<file path="src/rtl/oled_spi_sink_if.sv">
// Panel-side pins of the OLED SPI link: the master drives them, the sink samples them.
// io_cs and io_reset are active-low.
interface oled_spi_sink_if;
  logic io_sclk;
  logic io_sdin;
  logic io_cs;
  logic io_dc;
  logic io_reset;

  modport master (
    output io_sclk,
    output io_sdin,
    output io_cs,
    output io_dc,
    output io_reset
  );

  modport slave (
    input io_sclk,
    input io_sdin,
    input io_cs,
    input io_dc,
    input io_reset
  );
endinterface

</file>
<file path="src/rtl/oled_spi_sink.sv">
// Passive SSD1306-style SPI sink: oversamples the panel pins, assembles bytes, decodes the
// display commands that matter and turns data bytes into linear framebuffer writes.
module oled_spi_sink #(
  parameter int unsigned SYNC_STAGES = 2
) (
  input  logic                  clk,
  input  logic                  rst_n,
  oled_spi_sink_if.slave        pins,
  output logic                  byte_valid,
  output logic [7:0]            byte_data,
  output logic                  byte_is_data,
  output logic                  fb_we,
  output logic [9:0]            fb_addr,
  output logic [7:0]            fb_wdata,
  output logic                  display_on,
  output logic [7:0]            contrast,
  output logic                  inverted,
  output logic                  horiz_mode,
  output logic                  frame_done,
  output logic                  proto_err
);

  localparam logic [1:0] StCmd  = 2'd0;
  localparam logic [1:0] StArg1 = 2'd1;
  localparam logic [1:0] StArg2 = 2'd2;

  // Pin vector order {reset, dc, cs, sdin, sclk}; idle levels so reset release is edge-free.
  localparam logic [4:0] SyncRstVal = 5'b10101;

  logic [SYNC_STAGES-1:0][4:0] sync_q, sync_d;
  logic [4:0] synced;
  logic       sclk_s, sdin_s, cs_s, dc_s, reset_s;
  logic       sclk_prev_q, cs_prev_q;
  logic       strobe, cs_rise;
  logic [7:0] rx_byte;

  logic [7:0] shift_q, shift_d;
  logic [2:0] cnt_q, cnt_d;
  logic [1:0] state_q, state_d;
  logic [7:0] op_q, op_d;
  logic [9:0] ptr_q, ptr_d;

  logic       byte_valid_q, byte_valid_d;
  logic [7:0] byte_data_q, byte_data_d;
  logic       byte_is_data_q, byte_is_data_d;
  logic       fb_we_q, fb_we_d;
  logic [9:0] fb_addr_q, fb_addr_d;
  logic [7:0] fb_wdata_q, fb_wdata_d;
  logic       display_on_q, display_on_d;
  logic [7:0] contrast_q, contrast_d;
  logic       inverted_q, inverted_d;
  logic       horiz_mode_q, horiz_mode_d;
  logic       frame_done_q, frame_done_d;
  logic       proto_err_q, proto_err_d;

  always_comb begin
    sync_d = {sync_q[SYNC_STAGES-2:0],
              {pins.io_reset, pins.io_dc, pins.io_cs, pins.io_sdin, pins.io_sclk}};
  end

  assign synced  = sync_q[SYNC_STAGES-1];
  assign sclk_s  = synced[0];
  assign sdin_s  = synced[1];
  assign cs_s    = synced[2];
  assign dc_s    = synced[3];
  assign reset_s = synced[4];

  assign strobe  = sclk_s & ~sclk_prev_q & ~cs_s;
  assign cs_rise = cs_s & ~cs_prev_q;
  assign rx_byte = {shift_q[6:0], sdin_s};

  always_comb begin
    shift_d        = shift_q;
    cnt_d          = cnt_q;
    state_d        = state_q;
    op_d           = op_q;
    ptr_d          = ptr_q;
    byte_valid_d   = 1'b0;
    byte_data_d    = byte_data_q;
    byte_is_data_d = byte_is_data_q;
    fb_we_d        = 1'b0;
    fb_addr_d      = fb_addr_q;
    fb_wdata_d     = fb_wdata_q;
    display_on_d   = display_on_q;
    contrast_d     = contrast_q;
    inverted_d     = inverted_q;
    horiz_mode_d   = horiz_mode_q;
    frame_done_d   = 1'b0;
    proto_err_d    = 1'b0;

    if (!reset_s) begin
      // Panel reset pin: back to power-on state for as long as it is held.
      shift_d        = 8'h00;
      cnt_d          = 3'd0;
      state_d        = StCmd;
      op_d           = 8'h00;
      ptr_d          = 10'd0;
      byte_data_d    = 8'h00;
      byte_is_data_d = 1'b0;
      fb_addr_d      = 10'd0;
      fb_wdata_d     = 8'h00;
      display_on_d   = 1'b0;
      contrast_d     = 8'h7F;
      inverted_d     = 1'b0;
      horiz_mode_d   = 1'b0;
    end else if (cs_rise) begin
      cnt_d       = 3'd0;
      proto_err_d = (cnt_q != 3'd0);
    end else if (strobe) begin
      shift_d = rx_byte;
      cnt_d   = cnt_q + 3'd1;
      if (cnt_q == 3'd7) begin
        byte_valid_d   = 1'b1;
        byte_data_d    = rx_byte;
        byte_is_data_d = dc_s;
        case (state_q)
          StCmd: begin
            if (dc_s) begin
              fb_we_d      = 1'b1;
              fb_addr_d    = ptr_q;
              fb_wdata_d   = rx_byte;
              frame_done_d = (ptr_q == 10'd1023);
              ptr_d        = ptr_q + 10'd1;
            end else begin
              case (rx_byte)
                8'hAE: display_on_d = 1'b0;
                8'hAF: display_on_d = 1'b1;
                8'hA6: inverted_d   = 1'b0;
                8'hA7: inverted_d   = 1'b1;
                8'h81, 8'h20, 8'hA8, 8'hD3, 8'hD5, 8'hD9, 8'hDB, 8'h8D,
                8'h21, 8'h22: begin
                  state_d = StArg1;
                  op_d    = rx_byte;
                end
                default: ;
              endcase
            end
          end
          StArg1: begin
            // Arguments are taken regardless of dc.
            if (op_q == 8'h81) contrast_d = rx_byte;
            if (op_q == 8'h20) horiz_mode_d = (rx_byte[1:0] == 2'b00);
            state_d = (op_q == 8'h21 || op_q == 8'h22) ? StArg2 : StCmd;
          end
          StArg2:  state_d = StCmd;
          default: state_d = StCmd;
        endcase
      end
    end
  end

  always_ff @(posedge clk or negedge rst_n) begin
    if (!rst_n) begin
      sync_q         <= {SYNC_STAGES{SyncRstVal}};
      sclk_prev_q    <= 1'b1;
      cs_prev_q      <= 1'b1;
      shift_q        <= 8'h00;
      cnt_q          <= 3'd0;
      state_q        <= StCmd;
      op_q           <= 8'h00;
      ptr_q          <= 10'd0;
      byte_valid_q   <= 1'b0;
      byte_data_q    <= 8'h00;
      byte_is_data_q <= 1'b0;
      fb_we_q        <= 1'b0;
      fb_addr_q      <= 10'd0;
      fb_wdata_q     <= 8'h00;
      display_on_q   <= 1'b0;
      contrast_q     <= 8'h7F;
      inverted_q     <= 1'b0;
      horiz_mode_q   <= 1'b0;
      frame_done_q   <= 1'b0;
      proto_err_q    <= 1'b0;
    end else begin
      sync_q         <= sync_d;
      sclk_prev_q    <= sclk_s;
      cs_prev_q      <= cs_s;
      shift_q        <= shift_d;
      cnt_q          <= cnt_d;
      state_q        <= state_d;
      op_q           <= op_d;
      ptr_q          <= ptr_d;
      byte_valid_q   <= byte_valid_d;
      byte_data_q    <= byte_data_d;
      byte_is_data_q <= byte_is_data_d;
      fb_we_q        <= fb_we_d;
      fb_addr_q      <= fb_addr_d;
      fb_wdata_q     <= fb_wdata_d;
      display_on_q   <= display_on_d;
      contrast_q     <= contrast_d;
      inverted_q     <= inverted_d;
      horiz_mode_q   <= horiz_mode_d;
      frame_done_q   <= frame_done_d;
      proto_err_q    <= proto_err_d;
    end
  end

  assign byte_valid   = byte_valid_q;
  assign byte_data    = byte_data_q;
  assign byte_is_data = byte_is_data_q;
  assign fb_we        = fb_we_q;
  assign fb_addr      = fb_addr_q;
  assign fb_wdata     = fb_wdata_q;
  assign display_on   = display_on_q;
  assign contrast     = contrast_q;
  assign inverted     = inverted_q;
  assign horiz_mode   = horiz_mode_q;
  assign frame_done   = frame_done_q;
  assign proto_err    = proto_err_q;

endmodule

</file>
<file path="src/flat_wrapper.sv">
// flat-port wrapper written by rule: the top's interface ports become plain ports
module oled_spi_sink_flat 
#(
  parameter int unsigned SYNC_STAGES = 2
)
  (clk, rst_n, byte_valid, byte_data, byte_is_data, fb_we, fb_addr, fb_wdata, display_on, contrast, inverted, horiz_mode, frame_done, proto_err, pins_io_sclk, pins_io_sdin, pins_io_cs, pins_io_dc, pins_io_reset);
  oled_spi_sink_if pins_i ();
  input  logic clk;
  input  logic rst_n;
  output logic byte_valid;
  output logic [7:0] byte_data;
  output logic byte_is_data;
  output logic fb_we;
  output logic [9:0] fb_addr;
  output logic [7:0] fb_wdata;
  output logic display_on;
  output logic [7:0] contrast;
  output logic inverted;
  output logic horiz_mode;
  output logic frame_done;
  output logic proto_err;
  input wire logic [$bits(pins_i.io_sclk)-1:0] pins_io_sclk;
  input wire logic [$bits(pins_i.io_sdin)-1:0] pins_io_sdin;
  input wire logic [$bits(pins_i.io_cs)-1:0] pins_io_cs;
  input wire logic [$bits(pins_i.io_dc)-1:0] pins_io_dc;
  input wire logic [$bits(pins_i.io_reset)-1:0] pins_io_reset;
  assign pins_i.io_sclk = pins_io_sclk;
  assign pins_i.io_sdin = pins_io_sdin;
  assign pins_i.io_cs = pins_io_cs;
  assign pins_i.io_dc = pins_io_dc;
  assign pins_i.io_reset = pins_io_reset;
  oled_spi_sink #(.SYNC_STAGES(SYNC_STAGES)) u_core (.clk(clk), .rst_n(rst_n), .pins(pins_i), .byte_valid(byte_valid), .byte_data(byte_data), .byte_is_data(byte_is_data), .fb_we(fb_we), .fb_addr(fb_addr), .fb_wdata(fb_wdata), .display_on(display_on), .contrast(contrast), .inverted(inverted), .horiz_mode(horiz_mode), .frame_done(frame_done), .proto_err(proto_err));
endmodule
</file>
<file path="config.mk">
export PLATFORM = sky130hd
export DESIGN_NAME = oled_spi_sink_flat
export DESIGN_NICKNAME = d
export VERILOG_FILES = /design/src/rtl/oled_spi_sink_if.sv /design/src/rtl/oled_spi_sink.sv /design/src/flat_wrapper.sv
export SDC_FILE = /design/constraint.sdc
export NUM_CORES = 1
export LEC_CHECK = 0
export CAP_MARGIN = 20
export CORE_ASPECT_RATIO = 1.4
export CORE_MARGIN = 2
export CORE_UTILIZATION = 54
export DETAILED_ROUTE_END_ITERATION = 12
export PLACE_DENSITY = 0.79
export RECOVER_POWER = 25
export SLEW_MARGIN = 0
export SYNTH_ARGS = -nofsm -noshare
export SYNTH_HDL_FRONTEND = slang
export SYNTH_SLANG_ARGS = --single-unit
</file>
<file path="constraint.sdc">
create_clock -name clk -period 2.3 [get_ports clk]
set_input_delay 0.46 -clock clk [delete_from_list [all_inputs] [get_ports clk]]
set_output_delay 0.46 -clock clk [all_outputs]
set_load 0.05 [all_outputs]
</file>
After elaboration in Yosys (flattened, before gate mapping)
Cells that the tools add are included.

Flip-flop bits (word level): 84. Bits of input ports: 7. Output and inout bits: 42. Word-level logic and storage cells: 170.

$add $sub $neg: 2. Equal/unequal tests: 36. Muxes and demuxes: 91. Bitwise operators: 6. Reduce and logical (&&, ||, !) cells: 14.

Operator list (number): $mux W8 (23); $mux W10 (12); $eq A8 B8 Y1 const B (12); $eq A8 B6 Y1 const B (6); $mux W1 (40); $mux W7 (3); $ne A2 B2 Y1 const B (10); $reduce_and A5 Y1 (4); $reduce_and A6 Y1 (3); $ne A3 B3 Y1 const B (5); $mux W2 (7); $add A10 B1 Y10 const B (1); $eq A10 B10 Y1 const B (1); $reduce_or A10 Y1 (1); $mux W3 (3); $logic_not A2 Y1 (2); $pmux W1 S2 (2); $pmux W2 S2 (1); $add A3 B1 Y3 const B (1); $and A1 B1 Y1 (3); $eq A3 B3 Y1 const B (1); $not A1 Y1 (3); $reduce_and A3 Y1 (1); $reduce_bool A3 Y1 (1); other kinds (3) (3).

Longest topological paths before layout
Word-level depth: 9. Mapped depth: 8.

Worst setup path after synthesis
OpenSTA, ideal clock, no wires.

Kind: reg-to-reg. From: reg u_core.cnt_q[0]. To: reg u_core.fb_wdata_q[5] (netlist: u_core.fb_wdata[5]). Library setup time: 95 ps. Arrival: 1890 ps. Required time: 2205 ps. Slack: 314 ps. Cell stages (with the launch flop): 9. Buffers on the path: 2. Period minus slack after synthesis: 1986 ps. Cell sequence: dfrtp_1 ha_1 ha_1 and4bb_1 a31oi_2 buf_2 buf_2 nand2_1 o31ai_1.

Longest elaborated chain between the ends: 3.

RTL lines: start: declaration (RTL line oled_spi_sink.sv:38) `logic [2:0] cnt_q, cnt_d;`; start signal: assignment (RTL line oled_spi_sink.sv:179) `cnt_q <= cnt_d;`; $eq A3 B3 Y1 (RTL line oled_spi_sink.sv:112) `if (cnt_q == 3'd7) begin`; $ne A2 B2 Y1 (no source line); $reduce_and A5 Y1 (no source line); end signal: assignment (RTL line oled_spi_sink.sv:188) `fb_wdata_q <= fb_wdata_d;`; end: declaration (RTL line oled_spi_sink.sv:48) `logic [7:0] fb_wdata_q, fb_wdata_d;`.

Every way passes these cells. A chain may end at the register's enable or synchronous reset.

Worst setup path after layout
From: reg u_core.cnt_q[1]. To: reg u_core.op_q[5].

Longest elaborated chain between the ends: 3.

RTL lines: $eq A3 B3 Y1 (RTL line oled_spi_sink.sv:112); $ne A2 B2 Y1 (no source line); $reduce_and A6 Y1 (no source line); end signal: assignment (RTL line oled_spi_sink.sv:181) `op_q <= op_d;`; end: declaration (RTL line oled_spi_sink.sv:40) `logic [7:0] op_q, op_d;`.

Every way passes these cells.

==> impl_metrics.env <==
export IMPL_run_status="completed"
export IMPL_placement_cell_area_um2=4160
export IMPL_grt_busiest_layer="met2"
export IMPL_syn_mean_instance_area_um2=10.9
export IMPL_vdd_ir_drop_max_mv=0.508
export IMPL_synth_enable_flop_cells=0
export IMPL_stdcell_count=456
export IMPL_tightest_slew_ns=1.34
export IMPL_drt_iter0_markers=139
export IMPL_drcViolationCount=0
export IMPL_tritoncts_num_buffers=9
export IMPL_synth_warnings=0
export IMPL_ys_types=43
export IMPL_global_route_usage_met1_pct=26.0
export IMPL_cp_data_arrival_time_ns=2.44
export IMPL_grt_pass1_vias=2654
export IMPL_dp_worst_setup_slack_ns=0.0921
export IMPL_gr_total_overflow=0
export IMPL_htreeDepth=3
export IMPL_timing_max_slew_rel_slack_pct=10.7
export IMPL_max_cap_violations=0
export IMPL_crit_path_frequent_cell="ha_1"
export IMPL_post_cts_repair_setup_buffers=0
export IMPL_routed_wire_length_per_instance_um=16.7
export IMPL_clk_skew_ns=0.00931
export IMPL_leakagePower_nw=1.84
export IMPL_critical_path_peak_fanout=7
export IMPL_cts_hold_fix_buffers=0
export IMPL_synthArstFlopShare_pct=100
export IMPL_finalCriticalPeriod_ns=2.15
export IMPL_chipWidth_um=72.4
export IMPL_powerDensity_nw_per_um2=631
export IMPL_num_vias=2611
export IMPL_synthesis_area_um2=3530
export IMPL_cts_buffer_depth=2
export IMPL_layout_cells_most_common_list="dfrtp_1, nand2_1, clkdlybuf4s50_1"
export IMPL_wire_length_of_the_first_global_routing_pass_um=12500
export IMPL_synth_ff_type="dfrtp_1"
export IMPL_crit_slowest_cell="or3_1"
export IMPL_dr_pass1_iters=5
export IMPL_critPathCaptureType="flip-flop"
export IMPL_timing_hold_violations_final=0
export IMPL_clk_insertion_delay_late_ns=0.34
export IMPL_critPathKind="reg -> reg"
export IMPL_crit_path_start_kind="flip-flop"
export IMPL_starting_density_of_the_core_pct=56.5
export IMPL_mostFrequentLayoutCell="dfrtp_1"
export IMPL_net_count_of_the_mapped_netlist=334
export IMPL_final_max_slew_viol_count=0
export IMPL_fin_worst_hold_slack_ns=0.352
export IMPL_antenna_found_initial=0
export IMPL_final_core_util_pct=70.0
export IMPL_postSynthRegisterBits=84
export IMPL_synth_cells=323
export IMPL_worstHoldPathType="reg -> reg"
export IMPL_met3_usage_pct=5.88
export IMPL_final_nets=390
export IMPL_grt_total_usage_pct=22.6
export IMPL_final_layout_size_suffix_gt1_share_pct=14.8
export IMPL_die_y_um=99.7
export IMPL_register_area_share_after_synthesis_pct=60.0
export IMPL_buffers_added_on_ports=48
export IMPL_cts_root_buffer="clkbuf_8"
export IMPL_post_cts_resize_count=0
export IMPL_critPathRequiredTime_ns=2.58
export IMPL_dp_final_hpwl_um=5310
export IMPL_final_setup_slack_of_the_worst_path_ns=0.147
export IMPL_diodes=0
export IMPL_clkSlewWorstSetupHoldPaths_ns=0.08
export IMPL_cts_tree="built"
export IMPL_viasPerCell=5.73
export IMPL_grt_max_degree=39
export IMPL_floorplan_die_area_um2=7220
export IMPL_finalSetupViolations=0
export IMPL_met2_usage_pct=38.7
export IMPL_postRouteWirelength_um=7620
export IMPL_crit_path_max_incr_delay_ns=0.42
export IMPL_placed_cells_incl_taps=440
export IMPL_max_clock_freq_mhz=464
export IMPL_num_io_pins=49
export IMPL_area_of_the_core_region_um2=6250
export IMPL_final_area_um2=4380
export IMPL_layout_area_overhead_vs_synth_pct=23.9
export IMPL_drtAntennaViolNets=0
export IMPL_globalplace_congestion=0.884
export IMPL_cts_sinks=84
export IMPL_chain_of_cells_forming_the_critical_path="ha_1 -> ha_1 -> and4bb_2 -> nand3b_1 -> or3_1 -> o22ai_4 -> a22o_1"
export IMPL_core_rowCount=34
export IMPL_final_min_period_over_clock_period_pct=93.6
synthesized netlist by cell type, types with 3 or more instances:
library cell   n  area, um2
a21oi_1       20        100
a22o_1        17        149
buf_2          8       40.0
clkbuf_1      12       45.0
dfrtp_1       69       1730
dfstp_2       15        394
ha_1           4       50.1
inv_1          4       15.0
mux2i_1       12        120
nand2_1       68        255
nand2b_1       4       25.0
nand3_1        7       35.0
nand3b_1       3       22.5
nor2_1        20       75.1
nor3_1         6       30.0
nor4_1         3       18.8
o21ai_0       11       55.1
xnor2_1        9       78.8
flip-flops by register name, summed over array words and instances, names as in the netlist, 2 cells and up:
name / count
u_core.fb_wdata: 8
u_core.fb_addr: 10
u_core.op_q: 8
u_core.sync_d: 5
u_core.cnt_q: 3
u_core.contrast: 8
u_core.synced: 5
u_core.byte_data: 8
u_core.ptr_q: 10
u_core.shift_q: 7
u_core.state_q: 2
final timing paths:
kind	startpoint	end	slack (ns)	depth (start not counted)
worst max register to register	u_core.cnt_q[1]	u_core.op_q[5]	0.15	7
worst min register to register	u_core.sync_d[6]	u_core.synced[1]	0.35	0
worst min-delay path	u_core.sync_d[6]	u_core.synced[1]	0.35	0
min in group asynchronous	rst_n	u_core.fb_addr[9]	0.39	1
worst max-delay path	u_core.cnt_q[1]	u_core.op_q[5]	0.15	7
max in group asynchronous	rst_n	u_core.fb_wdata[1]	0.93	2
metal layers:
metal  vias to the layer above  share of wire (%)
met1                      1301                 38
met4                         0                2.6
li1                       1213                  -
met3                        18                5.0
met2                        79                 54
met5                         -                  0
critical path: cells and delay by family (launching register included):
family	cells	cell delay, ns
AO/OA/AOI/OAI	2	0.41
adder cells (fa/ha/maj)	2	0.38
flip-flops	1	0.38
AND/OR/NAND/NOR	3	0.92
logic make-up after synthesis:
family                   after synthesis  synth area share, %
AO/OA/AOI/OAI                         57                 11.0
adder cells (fa/ha/maj)                4                 1.42
buffers and inverters                 24                 2.83
multiplexers                          12                 3.40
flip-flops                            84                 60.0
AND/OR/NAND/NOR                      131                 18.6
XOR/XNOR                              11                 2.73
through the flow:
stage	power, mW	TNS (ns)
2_1_floorplan	1.59	0
3_3_place_gp	1.65	0
3_5_place_dp	1.65	0
4_1_cts	2.79	0
5_1_grt	2.86	-0.00000910
6_report	2.76	0
cell type report:
| type | count | area [um2] |
|---|---|---|
| clock buffer | 12 | 145 |
| clock inverter | 4 | 72.6 |
| fill | 482 | 1870 |
| inverter | 4 | 15.0 |
| multi-input combinational | 215 | 1320 |
| sequential | 84 | 2120 |
| tap | 72 | 90.1 |
| timing repair buffer | 65 | 614 |
report_power, final:
part | total [mW] | internal, mW | leakage [nW] | switching [mW]
Clock | 1.14 | 0.641 | 0.107 | 0.499
Combinational | 0.114 | 0.0350 | 0.618 | 0.0787
Sequential | 1.51 | 1.50 | 1.11 | 0.0125
Total | 2.76 | 2.17 | 1.84 | 0.590
Note: power is estimated with default switching activity, not from simulation.
